--- src/rtl/ddr_delay_eye_tracker.sv ---
// ddr_delay_eye_tracker: closed-loop data IDELAY centring driven by tracker probes.
// Optional: DDR_DELAY_TRACKER_STATS_EN builds the adjust_count step counter.
module ddr_delay_eye_tracker #(
  parameter int INITIAL_TAP   = 128,
  parameter int PROBE_OFFSET  = 24,
  parameter int SETTLE_CYCLES = 16,
  parameter int WINDOW_LOG2   = 8,
  parameter int HYSTERESIS    = 4
) (
  input  logic                   clk,
  input  logic                   reset,
  input  logic                   enable,
  input  logic [3:0]             data,
  input  logic [3:0]             tracker,
  output logic [1:0]             delay_config__op,
  output logic                   delay_config__select,
  output logic [8:0]             delay_config__value,
  output logic [8:0]             data_tap,
  output logic                   locked,
  output logic [WINDOW_LOG2+2:0] early_errors,
  output logic [WINDOW_LOG2+2:0] late_errors,
  output logic [15:0]            adjust_count
);

  localparam int EW = WINDOW_LOG2 + 3;
  localparam int CW = 16;

  localparam logic [1:0] OP_NOP  = 2'd0;
  localparam logic [1:0] OP_LOAD = 2'd1;

  localparam logic [CW-1:0] SETTLE_LAST = CW'(SETTLE_CYCLES - 1);
  localparam logic [CW-1:0] WIN_LAST    = CW'((1 << WINDOW_LOG2) - 1);
  localparam logic [CW-1:0] CNT_ONE     = CW'(1);

  localparam logic [9:0] TAP_MAX = 10'd511;
  localparam logic [9:0] OFFSET  = 10'(PROBE_OFFSET);
  localparam logic [EW:0] HYST   = (EW + 1)'(HYSTERESIS);

  typedef enum logic [3:0] {
    IDLE,
    LOAD_DATA,
    LOAD_EARLY,
    SETTLE_E,
    MEASURE_E,
    LOAD_LATE,
    SETTLE_L,
    MEASURE_L,
    DECIDE,
    ADJUST
  } state_t;

  state_t state;
  state_t state_nxt;

  logic [CW-1:0] cnt;
  logic [EW-1:0] acc;
  logic [EW-1:0] acc_sum;
  logic [3:0]    miss;
  logic [2:0]    pop;

  logic [9:0] tap_ext;
  logic [9:0] late_sum;
  logic [8:0] early_tap;
  logic [8:0] late_tap;

  logic [EW:0] early_x;
  logic [EW:0] late_x;
  logic        step_up;
  logic        step_dn;
  logic        meas;

  logic [1:0] op_nxt;
  logic       sel_nxt;
  logic [8:0] val_nxt;
  logic [8:0] tap_nxt;
  logic       locked_nxt;

  // tracker is the complemented leg, so agreement means data == ~tracker
  assign miss = data ^ ~tracker;
  assign pop  = 3'(miss[0]) + 3'(miss[1])
              + 3'(miss[2]) + 3'(miss[3]);
  assign acc_sum = acc + EW'(pop);

  // probe taps clamp at the ends of the delay line
  assign tap_ext   = {1'b0, data_tap};
  assign late_sum  = tap_ext + OFFSET;
  assign early_tap = (tap_ext >= OFFSET)
                   ? 9'(tap_ext - OFFSET) : 9'd0;
  assign late_tap  = (late_sum > TAP_MAX)
                   ? 9'd511 : late_sum[8:0];

  assign early_x = {1'b0, early_errors};
  assign late_x  = {1'b0, late_errors};

  assign meas = enable
             && ((state == MEASURE_E) || (state == MEASURE_L));

  // state register and per-state cycle counter
  always_ff @(posedge clk) begin
    if (reset) begin
      state <= IDLE;
      cnt   <= '0;
    end else begin
      state <= state_nxt;
      cnt   <= (state_nxt != state) ? '0 : cnt + CNT_ONE;
    end
  end

  // next state, tap update and the delay_config command for the next cycle
  always_comb begin
    state_nxt  = state;
    tap_nxt    = data_tap;
    locked_nxt = locked;
    op_nxt     = OP_NOP;
    sel_nxt    = 1'b0;
    val_nxt    = '0;
    if (!enable) begin
      state_nxt = IDLE;
    end else begin
      case (state)
        IDLE:       state_nxt = LOAD_DATA;
        LOAD_DATA:  state_nxt = LOAD_EARLY;
        LOAD_EARLY: state_nxt = SETTLE_E;
        SETTLE_E:
          if (cnt == SETTLE_LAST) state_nxt = MEASURE_E;
        MEASURE_E:
          if (cnt == WIN_LAST) state_nxt = LOAD_LATE;
        LOAD_LATE:  state_nxt = SETTLE_L;
        SETTLE_L:
          if (cnt == SETTLE_LAST) state_nxt = MEASURE_L;
        MEASURE_L:
          if (cnt == WIN_LAST) state_nxt = DECIDE;
        DECIDE:     state_nxt = ADJUST;
        ADJUST: begin
          state_nxt  = LOAD_DATA;
          locked_nxt = !(step_up || step_dn);
          if (step_up) tap_nxt = data_tap + 9'd1;
          else if (step_dn) tap_nxt = data_tap - 9'd1;
        end
        default:    state_nxt = IDLE;
      endcase
    end
    case (state_nxt)
      LOAD_DATA: begin
        op_nxt  = OP_LOAD;
        sel_nxt = 1'b0;
        val_nxt = tap_nxt;
      end
      LOAD_EARLY: begin
        op_nxt  = OP_LOAD;
        sel_nxt = 1'b1;
        val_nxt = early_tap;
      end
      LOAD_LATE: begin
        op_nxt  = OP_LOAD;
        sel_nxt = 1'b1;
        val_nxt = late_tap;
      end
      default: begin
        op_nxt  = OP_NOP;
        sel_nxt = 1'b0;
        val_nxt = '0;
      end
    endcase
  end

  // registered command bus, data tap and lock flag
  always_ff @(posedge clk) begin
    if (reset) begin
      delay_config__op     <= OP_NOP;
      delay_config__select <= 1'b0;
      delay_config__value  <= '0;
      data_tap             <= 9'(INITIAL_TAP);
      locked               <= 1'b0;
    end else begin
      delay_config__op     <= op_nxt;
      delay_config__select <= sel_nxt;
      delay_config__value  <= val_nxt;
      data_tap             <= tap_nxt;
      locked               <= locked_nxt;
    end
  end

  // window accumulation; the total latches on the last window cycle
  always_ff @(posedge clk) begin
    if (reset) begin
      acc          <= '0;
      early_errors <= '0;
      late_errors  <= '0;
    end else if (!meas) begin
      acc <= '0;
    end else if (cnt == WIN_LAST) begin
      acc <= '0;
      if (state == MEASURE_E) early_errors <= acc_sum;
      else late_errors <= acc_sum;
    end else begin
      acc <= acc_sum;
    end
  end

  // register the step decision so ADJUST only applies it
  always_ff @(posedge clk) begin
    if (reset) begin
      step_up <= 1'b0;
      step_dn <= 1'b0;
    end else if (enable && (state == DECIDE)) begin
      step_up <= (early_x > late_x + HYST)
              && (data_tap != 9'd511);
      step_dn <= (late_x > early_x + HYST)
              && (data_tap != 9'd0);
    end
  end

`ifdef DDR_DELAY_TRACKER_STATS_EN
  // count applied tap steps, saturating
  always_ff @(posedge clk) begin
    if (reset) begin
      adjust_count <= '0;
    end else if (enable && (state == ADJUST)
                 && (step_up || step_dn)
                 && (adjust_count != 16'hFFFF)) begin
      adjust_count <= adjust_count + 16'd1;
    end
  end
`else
  assign adjust_count = '0;
`endif

endmodule
--- config.mk ---
export PLATFORM = sky130hd
export DESIGN_NAME = ddr_delay_eye_tracker
export DESIGN_NICKNAME = d
export VERILOG_FILES = /design/src/rtl/ddr_delay_eye_tracker.sv
export SDC_FILE = /design/constraint.sdc
export NUM_CORES = 1
export LEC_CHECK = 0
export CAP_MARGIN = 20
export CORE_ASPECT_RATIO = 1.2
export CORE_MARGIN = 1
export CORE_UTILIZATION = 30
export CTS_CLUSTER_SIZE = 40
export DETAILED_ROUTE_END_ITERATION = 10
export GPL_ROUTABILITY_DRIVEN = 0
export PLACE_DENSITY = 0.5
export SYNTH_ARGS = -nofsm -noshare
export SYNTH_HDL_FRONTEND = slang
export SYNTH_SLANG_ARGS = --single-unit
--- constraint.sdc ---
create_clock -name clk -period 3.9 [get_ports clk]
set_clock_uncertainty 0.05 [all_clocks]
set_input_delay 0.78 -clock clk [delete_from_list [all_inputs] [get_ports clk]]
set_output_delay 0.78 -clock clk [all_outputs]
set_load 0.05 [all_outputs]
==> impl_metrics.toml <==
[outcome]
status = "completed"

[route]
routed_wl_um = 11900
wirelength_met1_um = 5470
ant_nets = 0
dr_wl_met2_um = 5760
drtPass1Iterations = 4
viasPerCell = 4.88
wl_met3_um = 415
initialDrtViolationCount = 174
via_count = 4020
drt-wirelength-per-cell_um = 14.4
drc_errors = 0
highest-signal-layer = "met4"

[sta]
hold_viol = 0
max_freq_mhz = 283
worst_hold_slack_ps = 395
setup_viol = 0
slew_violations = 0
finalWorstPathRequiredPeriod_ps = 3530
timing.final.crit_share_pct = 90.4
slew_headroom_pct = 60.4
worst_slew_pin_slew_ps = 594
grt_setup_unrepaired = "false"

[global_route]
grt_max_degree = 43
track_usage_pct = 15.4
grt_pass1_wl_um = 19400
grt_overflow = 0
grt_antenna_before_repair = 0
grt_pass1_vias = 3951

[clocking]
root_buffer = "clkbuf_16"
cts_hold_buffers = 0
cts_tree = "done"
cts_buffers = 9
clk_latency_ps = 340
clkTransAtPathRegs_ps = 60
htreeDepth = 3
clockBufferDepth = 2
post_cts_buffers = 0
clock_sinks = 76
cts_resized = 0

[synth]
avgSynthCellArea_um2 = 8.34
yosysSeqAreaShare_pct = 32.2
netlist_instances = 566
yosysTopAreaCellShare_pct = 32.2
synth_seq_cells = 76
synth_warnings = 0
yosysTopAreaCell = "dfxtp_1"
synth_area_leaders = "dfxtp_1, ha_1, xor2_1, xnor2_1, nor2_1"
synth-main-ff-cell = "dfxtp_1"
yosysUniqueCellTypes = 67
synthesis.area_um2 = 4720
async_flop_share_pct = 0
synth-edff-count = 0

[finish]
fin_cells = 824
final_cell_area_um2 = 5700
fill_cells = 1573
drive_gt1_share_pct = 6.77
antenna_cells = 0
nNetsFinal = 661
syn_to_final_growth_pct = 20.7

[power]
leakagePower_uw = 0.00204
seqPwrFrac_pct = 44.3
power.internal_uw = 1320
p_comb_share_pct = 8.4
pwr-share-clk_pct = 47.4
powerDensity_nw_per_um2 = 312
peakVddDrop_mv = 0.139
p_sw_uw = 453
power.share.switching_pct = 25.5
p_total_uw = 1780

[worst_setup_path]
crit_required_ps = 4120
cp_data_arrival_time_ps = 3750
slowest_stage = "clkdlybuf4s50_1"
cpPeakStageDelay_ps = 480
cpMostUsedCell = "fa_1"
cp_top_family = "adder cells"
r2r_slack_ps = 780
worst_setup_path_start_kind = "input port"
path_cells = "clkdlybuf4s50_1, xor2_1, fa_1, inv_1, fa_1, inv_1, fa_1, nor2b_1, nand4_1, xor2_1, or3_1, a21oi_1"
r2r_start = "cnt[8]"
crit_type = "in -> reg"
cp-end-kind = "flop"
path_buf_inv = 3
rr_endpoint = "delay_config__value[0]"
reg2regPathDepth = 7
crit_fanout = 4

[floorplanning]
die_w_um = 116
initial_utilization_pct = 31.0
rows = 49
dieArea_um2 = 16200
dieHeight_um = 139
core_um2 = 15200
io_pins = 71

[hold_path]
hold-path-endpoint = "cnt[0]"
hold_depth = 1
hold_start = "cnt[0]"
hp-class = "reg -> reg"

[place]
dpl-instance-area_um2 = 5400
port_buffers = 53
hpwl_um = 8860
dp_cells = 808

[flow_run]
maxCapViolations = 0
-- registers in the layout, indices dropped and copies added, names as in the netlist --
register / flops
delay_config__value: 9
step_dn: 1
delay_config__op: 1
cnt: 16
state: 4
delay_config__select: 1
early_errors: 11
acc: 11
locked: 1
data_tap: 9
step_up: 1
late_errors: 11
-- area by class of cell --
cell class	instances	area, um2	share of cell area [%]
clock buffers	9	225	3.95
repair buffers	60	583	10.2
clock inverters	7	75.1	1.32
well taps	204	255	4.48
inverters	26	97.6	1.71
multi-input cells	442	2940	51.6
flip-flops and latches	76	1520	26.7
-- worst reg2reg max path, stage by stage (launching register included) --
cell and delay (ps):
dfxtp_1 350, or4_4 590, nor4_1 460, nand3_1 240, a21oi_1 530, nor3_4 100
o21bai_2 500, nor3_1 150
-- layout by cell type (no fill, tap or decap), drive strengths merged, types with 3 or more instances in the layout --
cell type	instances
conb	17
nor2b	12
inv	27
dfxtp	76
nand2b	13
a21oi	33
mux2i	3
o31ai	3
o21ai	14
xor2	30
a211oi	11
a311oi	4
or3	8
a21o	4
nand4	14
nor4	4
fa	3
or4	7
nand3	22
clkdlybuf4s50	53
nor2	62
o211ai	3
xnor2	28
and3	10
ha	32
nand3b	4
clkinv	5
nor3	16
nand2	54
o22ai	3
buf	7
clkbuf	9
-- through the flow --
| step | TNS (ps) | utilization (%) | setup slack [ps] |
|---|---|---|---|
| finish | 0 | 37.5 | 372 |
| global route | 0 | 37.5 | 152 |
| CTS | 0 | 37.5 | 355 |
| detailed placement | -3.38 | 35.5 | -3.38 |
| floorplan | 0 | - | 708 |
| global placement | 0 | 35.5 | 51.3 |
-- layer usage --
metal	up-vias	track usage (%)
met5	-	0
met4	0	6.75
met3	17	3.48
met2	79	25.3
met1	1878	19.0
li1	2046	-
-- power groups by stage --
stage,logic [uW],registers (uW),clock network [uW]
after floorplan,123,808,0
after global placement,149,804,0
after detailed placement,149,804,0
after CTS,150,787,873
after global routing,163,787,905
final,149,787,842
-- cell families after synthesis --
group	count (synthesis)	share of synthesized area, %
adders and majority gates	35	9.76
other	1	0.0795
and+or+nand+nor	234	25.5
xor gates and xnor gates	58	10.8
muxes	3	0.636
AOI/OAI and AO/OA	95	14.3
buffers and inverters	64	6.74
DFF	76	32.2
-- worst max path at each step --
stage	cells after the start	slack [ps]	startpoint	endpoint
3_5_place_dp	12	-3	data[0]	early_errors[6]
6_report	12	370	data[0]	early_errors[6]
2_1_floorplan	11	710	tracker[0]	early_errors[6]
4_1_cts	12	360	data[0]	early_errors[6]
3_3_place_gp	12	50	data[0]	early_errors[6]
5_1_grt	12	150	data[0]	early_errors[6]
-- Yosys cell counts, types with 8 or more instances --
master     n
a211oi_1  10
a21oi_1   32
and3_1     8
buf_4     18
clkbuf_1  15
dfxtp_1   76
ha_1      32
inv_1     26
nand2_1   54
nand2b_1  13
nand3_1   22
nand4_1   13
nor2_1    60
nor2b_1   12
nor3_1    14
o21ai_0   13
or3_1      8
xnor2_1   28
xor2_1    30
No activity file was read; power rests on OpenSTA's default activity.
==> patch (same flow settings) <==
The option `DDR_DELAY_TRACKER_STATS_EN` is turned on by a define.
--- a/src/rtl/ddr_delay_eye_tracker.sv
+++ b/src/rtl/ddr_delay_eye_tracker.sv
@@ -2,2 +2,4 @@
 // Optional: DDR_DELAY_TRACKER_STATS_EN builds the adjust_count step counter.
+`define DDR_DELAY_TRACKER_STATS_EN
+
 module ddr_delay_eye_tracker #(
Formal check against the unedited RTL: no difference found for any inputs over 10 cycles, from zero or initial values and one cycle with reset high; that may be too few to reach the edited logic, so the function may still have changed.
==> patch against the original RTL <==
Core utilization is 0.14 points higher; routed wire length is 18% higher; setup slack better by 0.15 ns; sequential share of layout area is 1.9 points higher; combinational power is 30% lower; area after synthesis is 13% higher; final cell count is 11% higher; power is 7.6% higher; via count is 18% higher; final area is 13% higher; count of clock-buffer cells in the layout is 4 higher; highest routed layer unchanged; largest power group is now sequential cells; sequential cell count is 16 higher.
==> patch: results (changes against the original RTL) <==
| Metric | Value |
|---|---|
| Worst path max stage delay | `0.51 ns (was 0.48 ns)` |
| Largest net degree at the start of global routing | `39 (was 43)` |
| All-Layer GR Usage | `0.164 (was 0.154)` |
| TritonRoute pass-1 iters | `5 (was 4)` |
| M3 GR Usage | `0.0351 (was 0.0348)` |
| Tightest Pin Transition | `0.611 ns (was 0.594 ns)` |
| Slowest cell on crit path | `fa_1 (was clkdlybuf4s50_1)` |
| Run status | `finished, final reports clean (unchanged)` |
| Hold path startpoint | `cnt[0]$_SDFF_PP0_ (unchanged)` |
| CP Data Arrival Time | `3.53 ns (was 3.75 ns)` |
| Sequential fraction of the synthesis area | `0.347 (was 0.322)` |
| Global-route wire length before repair | `23.4 mm (was 19.4 mm)` |
| Net Count, Synth | `685` |
| Clk root buf | `clkbuf_16 (unchanged)` |
| Clock Tree Buf Depth | `2 (unchanged)` |
| CP delay by family, top | `adder cells (unchanged)` |
| H-tree levels | `3 (unchanged)` |
| DR iter-0 viols | `318 (was 174)` |
| Number of gates resized after cts | `0 (unchanged)` |
| Post-synth top cells | `dfxtp_1, nand2_1, nor2_1, a21oi_1, ha_1 (was dfxtp_1, nor2_1, nand2_1, a21oi_1, ha_1)` |
| Critical Path Start | `tracker[0] (was data[0])` |
| P_leak | `2.18 nW (was 2.04 nW)` |
| Met2 GRT Util | `0.274 (was 0.253)` |
| Crit Path Max Fanout | `5 (was 4)` |
| Layout cells sized above 1 | `0.0546 (was 0.0677)` |
| Top cells by area, synth | `dfxtp_1, ha_1, nand2_1, xnor2_1, xor2_1 (was dfxtp_1, ha_1, xor2_1, xnor2_1, nor2_1)` |
| DPL Wire Length | `10.4 mm (was 8.86 mm)` |
| Met1 Use GR | `0.206 (was 0.190)` |
| Place WS | `0.147 ns (was -0.00338 ns)` |
| CTS clock-pin slew for the worst setup and hold paths | `0.06 ns (about the same)` |
| Reg2reg start | `cnt[0]$_SDFF_PP0_ (was cnt[8]$_SDFF_PP0_)` |
| Dpl cell area | `6150 µm² (was 5400 µm²)` |
| Total Nets Final | `739 (was 661)` |
| Vias per inst | `5.19 (was 4.88)` |
| Maximum VDD drop | `0.224 mV (was 0.139 mV)` |
| # port buffers | `69 (was 53)` |
| Vias in the first global route | `4654 (was 3951)` |
| Wire per inst | `15.3 µm (was 14.4 µm)` |
==> patch: changes by cell type after synthesis, moves of 4 or more <==
cell	delta
a21oi_1	+10
and3_1	+5
and4_1	+6
buf_4	-16
clkbuf_1	+5
dfxtp_1	+16
inv_1	-9
nand2_1	+14
nand2b_1	-5
nand3_1	+9
nand4_1	+4
o21ai_0	+12
or3_1	+5
==> patch: cell type report <==
type	instances	area [µm²]
inverters	18	67.6
clock buffers	13	250
fillers	1768	10700
well taps	216	270
repair buffers	74	723
flip-flops and latches	92	1840
multi-input cells	497	3250
clock inverters	2	35.0
==> patch: path summary, 6_finish.rpt <==
check / end / slack, ns / depth (start not counted)
setup / recovery: late_errors[10]$_SDFFE_PP0P_ / 0.52 / 11
hold reg to reg: cnt[0]$_SDFF_PP0_ / 0.40 / 1
hold / removal: cnt[0]$_SDFF_PP0_ / 0.40 / 1
setup reg to reg: delay_config__value[0]$_SDFF_PP0_ / 1.00 / 7
==> patch: cells by family after synthesis <==
| group | after synthesis | share of synthesized area |
|---|---|---|
| fa+ha+maj | 36 | 0.0891 |
| simple gates | 279 | 0.274 |
| flops | 92 | 0.347 |
| compound gates | 119 | 0.144 |
| xor+xnor | 58 | 0.0957 |
| buf+inv | 49 | 0.0415 |
| mux | 4 | 0.00778 |
| other cells | 1 | 0.000706 |
==> patch: stage by stage <==
step	utilization	cells
after floorplan	-	638
after global placement	0.359	897
after detailed placement	0.359	897
after CTS	0.376	912
after global routing	0.376	912
final	0.376	912
==> patch: metal layers <==
metal / part of all wire / up-vias
met2: 0.49 / 87
met3: 0.044 / 17
met4: 0.016 / 0
li1: - / 2360
met1: 0.45 / 2273
met5: 0 / -
==> patch: report_power, final <==
group / switching (W) / leakage (nW) / internal, W
sequential: 0.00000403 / 0.742 / 0.000944
combinational: 0.0000652 / 1.30 / 0.0000386
clock: 0.000351 / 0.140 / 0.000511
total: 0.000420 / 2.18 / 0.00149
